`config.mk`:
```
export PLATFORM = sky130hd
export DESIGN_NAME = mii_rx_nibble_packer
export DESIGN_NICKNAME = d
export VERILOG_FILES = /design/src/rtl/mii_rx_nibble_packer.sv
export SDC_FILE = /design/constraint.sdc
export NUM_CORES = 1
export LEC_CHECK = 0
export ABC_AREA = 1
export CORE_UTILIZATION = 50
export CTS_CLUSTER_DIAMETER = 50
export DETAILED_ROUTE_END_ITERATION = 8
export PLACE_DENSITY = 0.83
export SYNTH_ARGS = -nofsm -noshare
export SYNTH_HDL_FRONTEND = slang
export SYNTH_SLANG_ARGS = --single-unit
```
`constraint.sdc`:
```
create_clock -name MII_RX_CLK -period 2.2 [get_ports MII_RX_CLK]
set_input_delay 0.44 -clock MII_RX_CLK [delete_from_list [all_inputs] [get_ports MII_RX_CLK]]
set_output_delay 0.44 -clock MII_RX_CLK [all_outputs]
set_load 0.05 [all_outputs]
```
`src/rtl/mii_rx_nibble_packer.sv`:
```
// ---------------------------------------------------------------------------
// mii_rx_nibble_packer
//
// Receive-side MII nibble-to-byte packer. Runs entirely on MII_RX_CLK rising
// edges, directly behind the PHY receive pins. Optionally hunts and strips
// preamble/SFD, assembles data bytes low nibble first, counts frame length
// (saturating at MAX_FRAME_BYTES+1) and reports per-frame status on a
// one-cycle FRAME_DONE pulse.
//
// Optional feature macro: MII_RX_CRC_CHECK_EN
//   defined   : CRC-32 (IEEE 802.3, reflected, init all-ones) runs over every
//               emitted byte, FCS included; FRAME_CRC_OK reports residue
//               match on a good frame.
//   undefined : no CRC logic, FRAME_CRC_OK tied low.
//
// Ports
//   MII_RX_CLK     in   receive clock (25 MHz / 2.5 MHz)
//   MII_RX_RESETN  in   asynchronous active-low reset
//   MII_RXD[3:0]   in   receive nibble
//   MII_RX_DV      in   receive data valid
//   MII_RX_ER      in   receive error
//   BYTE_DATA[7:0] out  assembled byte {high, low}; holds between strobes
//   BYTE_VALID     out  one-cycle byte strobe
//   BYTE_SOF       out  with BYTE_VALID on the first data byte of a frame
//   BYTE_ERR       out  with BYTE_VALID if RX_ER was seen on either nibble
//   FRAME_DONE     out  one-cycle end-of-frame pulse
//   FRAME_LEN      out  data bytes received (saturating), during FRAME_DONE
//   FRAME_BAD      out  RX_ER / odd nibbles / oversize / bad preamble
//   FRAME_CRC_OK   out  FCS residue matched and frame not bad
// ---------------------------------------------------------------------------
module mii_rx_nibble_packer #(
  parameter bit STRIP_PREAMBLE  = 1'b1,
  parameter int MAX_FRAME_BYTES = 1522,
  parameter int LEN_W           = 11
) (
  input  logic             MII_RX_CLK,
  input  logic             MII_RX_RESETN,
  input  logic [3:0]       MII_RXD,
  input  logic             MII_RX_DV,
  input  logic             MII_RX_ER,
  output logic [7:0]       BYTE_DATA,
  output logic             BYTE_VALID,
  output logic             BYTE_SOF,
  output logic             BYTE_ERR,
  output logic             FRAME_DONE,
  output logic [LEN_W-1:0] FRAME_LEN,
  output logic             FRAME_BAD,
  output logic             FRAME_CRC_OK
);

  localparam logic [LEN_W-1:0] MAX_CNT = LEN_W'(MAX_FRAME_BYTES);
  localparam logic [LEN_W-1:0] SAT_CNT = LEN_W'(MAX_FRAME_BYTES + 1);
  localparam logic [3:0]       NIB_PRE = 4'h5;
  localparam logic [3:0]       NIB_SFD = 4'hD;

  typedef enum logic [2:0] {
    ST_IDLE,
    ST_HUNT,
    ST_LOW,
    ST_HIGH,
    ST_DISCARD
  } state_e;

  state_e           state_q, state_d;

  // datapath / frame tracking
  logic [3:0]       lo_nib_q, lo_nib_d;
  logic             lo_er_q, lo_er_d;
  logic [LEN_W-1:0] cnt_q, cnt_d;
  logic             err_q, err_d;      // sticky RX_ER seen with DV
  logic             ovf_q, ovf_d;      // byte count went past MAX
  // armed: DV has been seen low since reset. A burst that starts while not
  // armed was already running at reset release and must be skipped silently.
  logic             armed_q, armed_d;
  logic             silent_q, silent_d;

  // registered outputs
  logic [7:0]       byte_data_q, byte_data_d;
  logic             byte_valid_q, byte_valid_d;
  logic             byte_sof_q, byte_sof_d;
  logic             byte_err_q, byte_err_d;
  logic             frame_done_q, frame_done_d;
  logic [LEN_W-1:0] frame_len_q, frame_len_d;
  logic             frame_bad_q, frame_bad_d;

  logic             dv_er;
  logic             emit;
  logic [7:0]       byte_nxt;
  logic             sof_nxt;

  assign dv_er    = MII_RX_DV & MII_RX_ER;
  assign byte_nxt = {MII_RXD, lo_nib_q};
  assign sof_nxt  = (cnt_q == '0);
  // a byte goes out only while the frame is still within MAX_FRAME_BYTES
  assign emit     = (state_q == ST_HIGH) && MII_RX_DV && (cnt_q < MAX_CNT);

  // -------------------------------------------------------------------------
  // FSM: state register
  // -------------------------------------------------------------------------
  always_ff @(posedge MII_RX_CLK or negedge MII_RX_RESETN) begin
    if (!MII_RX_RESETN) state_q <= ST_IDLE;
    else                state_q <= state_d;
  end

  // -------------------------------------------------------------------------
  // FSM: next state
  // -------------------------------------------------------------------------
  always_comb begin
    state_d = state_q;
    unique case (state_q)
      ST_IDLE: begin
        if (MII_RX_DV) begin
          if (!armed_q)            state_d = ST_DISCARD;
          else if (STRIP_PREAMBLE) state_d = ST_HUNT;
          else                     state_d = ST_HIGH;
        end
      end
      ST_HUNT: begin
        if (!MII_RX_DV)              state_d = ST_IDLE;
        else if (MII_RXD == NIB_PRE) state_d = ST_HUNT;
        else if (MII_RXD == NIB_SFD) state_d = ST_LOW;
        else                         state_d = ST_DISCARD;
      end
      ST_LOW:     state_d = MII_RX_DV ? ST_HIGH : ST_IDLE;
      ST_HIGH:    state_d = MII_RX_DV ? ST_LOW  : ST_IDLE;
      ST_DISCARD: if (!MII_RX_DV) state_d = ST_IDLE;
      default:    state_d = ST_IDLE;
    endcase
  end

  // -------------------------------------------------------------------------
  // FSM: outputs and datapath
  // -------------------------------------------------------------------------
  always_comb begin
    lo_nib_d     = lo_nib_q;
    lo_er_d      = lo_er_q;
    cnt_d        = cnt_q;
    err_d        = err_q | dv_er;
    ovf_d        = ovf_q;
    armed_d      = armed_q | ~MII_RX_DV;
    silent_d     = silent_q;
    byte_data_d  = byte_data_q;
    byte_valid_d = 1'b0;
    byte_sof_d   = 1'b0;
    byte_err_d   = 1'b0;
    frame_done_d = 1'b0;
    frame_len_d  = '0;
    frame_bad_d  = 1'b0;

    unique case (state_q)
      ST_IDLE: begin
        if (MII_RX_DV) begin
          // new burst: clear per-frame tracking; the nibble is only data
          // when preamble stripping is off
          cnt_d    = '0;
          ovf_d    = 1'b0;
          err_d    = MII_RX_ER;
          silent_d = ~armed_q;
          lo_nib_d = MII_RXD;
          lo_er_d  = MII_RX_ER;
        end
      end
      ST_HUNT: begin
        if (!MII_RX_DV) begin
          // preamble-only burst
          frame_done_d = 1'b1;
          frame_bad_d  = 1'b1;
        end
      end
      ST_LOW: begin
        if (MII_RX_DV) begin
          lo_nib_d = MII_RXD;
          lo_er_d  = MII_RX_ER;
        end else begin
          frame_done_d = 1'b1;
          frame_len_d  = cnt_q;
          frame_bad_d  = err_q | ovf_q;
        end
      end
      ST_HIGH: begin
        if (MII_RX_DV) begin
          if (emit) begin
            byte_valid_d = 1'b1;
            byte_data_d  = byte_nxt;
            byte_sof_d   = sof_nxt;
            byte_err_d   = lo_er_q | MII_RX_ER;
            cnt_d        = cnt_q + 1'b1;
          end else begin
            cnt_d = SAT_CNT;
            ovf_d = 1'b1;
          end
        end else begin
          // odd nibble count: the latched low nibble is dropped
          frame_done_d = 1'b1;
          frame_len_d  = cnt_q;
          frame_bad_d  = 1'b1;
        end
      end
      ST_DISCARD: begin
        if (!MII_RX_DV) begin
          frame_done_d = ~silent_q;
          frame_bad_d  = ~silent_q;
        end
      end
      default: ;
    endcase
  end

  always_ff @(posedge MII_RX_CLK or negedge MII_RX_RESETN) begin
    if (!MII_RX_RESETN) begin
      lo_nib_q     <= '0;
      lo_er_q      <= 1'b0;
      cnt_q        <= '0;
      err_q        <= 1'b0;
      ovf_q        <= 1'b0;
      armed_q      <= 1'b0;
      silent_q     <= 1'b0;
      byte_data_q  <= '0;
      byte_valid_q <= 1'b0;
      byte_sof_q   <= 1'b0;
      byte_err_q   <= 1'b0;
      frame_done_q <= 1'b0;
      frame_len_q  <= '0;
      frame_bad_q  <= 1'b0;
    end else begin
      lo_nib_q     <= lo_nib_d;
      lo_er_q      <= lo_er_d;
      cnt_q        <= cnt_d;
      err_q        <= err_d;
      ovf_q        <= ovf_d;
      armed_q      <= armed_d;
      silent_q     <= silent_d;
      byte_data_q  <= byte_data_d;
      byte_valid_q <= byte_valid_d;
      byte_sof_q   <= byte_sof_d;
      byte_err_q   <= byte_err_d;
      frame_done_q <= frame_done_d;
      frame_len_q  <= frame_len_d;
      frame_bad_q  <= frame_bad_d;
    end
  end

  assign BYTE_DATA  = byte_data_q;
  assign BYTE_VALID = byte_valid_q;
  assign BYTE_SOF   = byte_sof_q;
  assign BYTE_ERR   = byte_err_q;
  assign FRAME_DONE = frame_done_q;
  assign FRAME_LEN  = frame_len_q;
  assign FRAME_BAD  = frame_bad_q;

`ifdef MII_RX_CRC_CHECK_EN
  // -------------------------------------------------------------------------
  // CRC-32 over emitted bytes. The register restarts from all-ones on the
  // SOF byte; after data+FCS a good frame leaves the fixed residue.
  // -------------------------------------------------------------------------
  localparam logic [31:0] CRC_POLY    = 32'hEDB8_8320;
  localparam logic [31:0] CRC_RESIDUE = 32'hDEBB_20E3;

  logic [31:0] crc_q, crc_d;
  logic        crc_ok_q, crc_ok_d;

  function automatic logic [31:0] crc32_byte(input logic [31:0] c_in,
                                             input logic [7:0]  d);
    logic [31:0] c;
    c = c_in;
    for (int i = 0; i < 8; i++) begin
      c = (c >> 1) ^ (CRC_POLY & {32{c[0] ^ d[i]}});
    end
    return c;
  endfunction

  always_comb begin
    crc_d    = crc_q;
    crc_ok_d = 1'b0;
    if (emit) crc_d = crc32_byte(sof_nxt ? 32'hFFFF_FFFF : crc_q, byte_nxt);
    // cnt_q != 0 keeps a stale register from an earlier frame out of play
    if (frame_done_d && !frame_bad_d && (cnt_q != '0))
      crc_ok_d = (crc_q == CRC_RESIDUE);
  end

  always_ff @(posedge MII_RX_CLK or negedge MII_RX_RESETN) begin
    if (!MII_RX_RESETN) begin
      crc_q    <= 32'hFFFF_FFFF;
      crc_ok_q <= 1'b0;
    end else begin
      crc_q    <= crc_d;
      crc_ok_q <= crc_ok_d;
    end
  end

  assign FRAME_CRC_OK = crc_ok_q;
`else
  assign FRAME_CRC_OK = 1'b0;
`endif

endmodule

```
==> qor.txt, run 1 <==
final hold viol count -> 0
GPL Wtd Cong -> 0.920
commonest non-fill, non-tap cell in the layout -> nand2_1
grt met2 use -> 35.0%
DRT iter0 DRCs -> 223
DRC -> 0
hold crit path type -> primary input to async pin
Yosys warnings -> 0
Post-synth top flop -> dfrtp_1
clock skew -> 6.57 ps
CTS tree -> yes
layout net count -> 342
via count -> 2032
worst-skew pair later-pin latency -> 300 ps
CP max stage cell -> clkdlybuf4s50_1
dpl cells -> 377
Post-synth EDFFs -> 0
Final Non-Filler Cells -> 384
drt pass-1 iters -> 4
met1 Use GR -> 28.0%
worst path cell trace -> clkdlybuf4s50_1
Mapped Area -> 2420 um2
pins over their slew limit -> 0
clk slew on worst S/H paths -> 80 ps
share of post-route cells with drive strength above 1 -> 12.3%
asr flop ratio synth -> 100%
CP Buf/Inv Count -> 1
Tot GR Track Use -> 21.4%
Die H -> 71.5 um
Tcrit/Tclk final -> 87.7%
Worst Path Required -> 1760 ps
Longest Clk Path Bufs -> 2
Core Area -> 4500 um2
CP arrival -> 1490 ps
H-tree Lvls -> 2
Power Density -> 997 nW/um2
Detailed Place HPWL -> 3.44 mm
hold_buf cts -> 0
worst slew pin tran -> 578 ps
Synth Net Count -> 310
max_cap viols -> 0
first-pass GRT wire length -> 8.54 mm
ant diodes -> 0
number of global-route vias before repair -> 1915
VDD IR max -> 0.000558 V
Final min period -> 1930 ps
relative max-transition margin -> 61.5%
CP Capture Type -> primary output
wirelength, routed -> 4.94 mm
setup bufs post-CTS -> 0
Mapped Cells -> 300
outcome -> finished clean
Via density -> 5.29
met3 GRT Util -> 5.06%
RSZ-0062 raised after global routing -> false
total grt overflow -> 0
CP max FO -> 2
leading cell types in the layout, fill and taps excluded -> nand2_1 (85), dfrtp_1 (47), inv_1 (37)
worst r2r src -> state_q[2]
Root Driver -> clkbuf_8
IO buf count -> 31
maximum clock rate -> 518 MHz
Seq/Total Area, Yosys -> 48.7%
Netlist cell types -> 33
Die ar. -> 5110 um2
Initial Util -> 53.6%
CP peak stage delay -> 810 ps
DR WL/cell -> 12.9 um
crit path launch -> BYTE_DATA[5]
row count -> 24
placed cell area -> 2740 um2
setup TNS -> 0 ps
ANT nets after route -> 0
WS Path Type -> flop to primary output
Leak -> 1.42 nW
clock buffer count from CTS -> 5
CP delay by family, top -> buffers and inverters
initial antenna violation count -> 0
IO Count -> 33
flip-flop and latch count after synthesis -> 47
Chip Width -> 71.5 um
number of setup violations in the final report -> 0
Startpoint Class -> flop
clock sink total -> 47
Top Usage Layer GRT -> met2
largest net degree at the start of global routing -> 48
Finished Cell Area -> 2850 um2
synthesized area per cell -> 8.05 um2
Layout area overhead -> 17.8%
cts repair resizes -> 0
-- cell type report --
| class | instances | area [um2] |
|---|---|---|
| Multi-Input combinational cell | 199 | 997 |
| Timing Repair Buffer | 36 | 343 |
| Fill cell | 376 | 1660 |
| Inverter | 43 | 161 |
| Clock buffer | 6 | 72.6 |
| Sequential cell | 47 | 1180 |
| Clock inverter | 1 | 30.0 |
| Tap cell | 52 | 65.1 |
-- power breakdown --
part,internal (mW),switching [mW]
logic,0.329,0.700
clock network,0.333,0.279
registers,1.04,0.161
total,1.70,1.14
-- synth_stat cells (2+ instances only) --
cell | count | area (um2)
buf_2 | 4 | 20.0
nor2_1 | 17 | 63.8
nor2_2 | 3 | 18.8
o21ai_0 | 18 | 90.1
buf_6 | 2 | 22.5
o21ai_1 | 2 | 10.0
clkbuf_1 | 2 | 7.51
o22ai_1 | 2 | 12.5
ha_1 | 2 | 25.0
nand2_1 | 85 | 319
nor3_1 | 14 | 70.1
o21ai_2 | 3 | 26.3
a21oi_1 | 5 | 25.0
nand2_4 | 2 | 22.5
inv_2 | 6 | 22.5
nand3_1 | 20 | 100
nor2_4 | 3 | 33.8
xor2_1 | 4 | 35.0
inv_1 | 37 | 139
dfrtp_1 | 47 | 1180
nand2_2 | 10 | 62.6
-- registers in the layout (all words and copies together), names as in the netlist, named ones only --
signal	flops
lo_er_q	1
cnt_q	11
FRAME_DONE	1
FRAME_LEN	11
armed_q	1
FRAME_BAD	1
state_q	3
BYTE_SOF	1
lo_nib_q	4
BYTE_ERR	1
BYTE_DATA	8
silent_q	1
ovf_q	1
BYTE_VALID	1
-- metrics by stage --
step           util [%]  hold WS [ps]  total power, mW  setup WS [ps]
2_1_floorplan         -           144             1.95            777
3_3_place_gp       60.9           462             2.21            244
3_5_place_dp       60.9           469             2.23            180
4_1_cts            63.2           240             2.84            256
5_1_grt            63.2           282             3.01            210
6_report           63.2           218             2.84            271
-- logic make-up after synthesis --
| family | after synthesis | synth area share [%] |
|---|---|---|
| and+or+nand+nor | 158 | 30.6 |
| buffers and inverters | 54 | 10.0 |
| DFF | 47 | 48.7 |
| AOI/OAI and AO/OA | 34 | 8.03 |
| xor gates and xnor gates | 4 | 1.45 |
| adders and majority gates | 2 | 1.04 |
| other | 1 | 0.155 |
-- per-layer routing --
layer	routed length, um	vias to the layer above	share of wire, %
li1	-	991	-
met1	2360	960	48
met2	2270	74	46
met4	65	0	1.3
met3	249	7	5.0
met5	0	-	0
-- path summary, 6_finish.rpt --
kind / end / slack (ps) / depth (start not counted)
hold reg to reg: BYTE_DATA[0] / 490 / 2
setup reg to reg: cnt_q[8] / 460 / 10
min in group MII_RX_CLK: BYTE_DATA[0] / 490 / 2
max in group asynchronous: BYTE_DATA[7] / 1590 / 2
setup / recovery: BYTE_DATA[5] / 270 / 1
hold / removal: FRAME_LEN[3] / 220 / 2
Power figures use the tool's default switching activity.
==> run 2, diff against run 1 <==
SLEW_MARGIN = 25   (was unset)
==> results of run 2 <==
No change in the layout: final DEF, timing and power equal those of run 1.
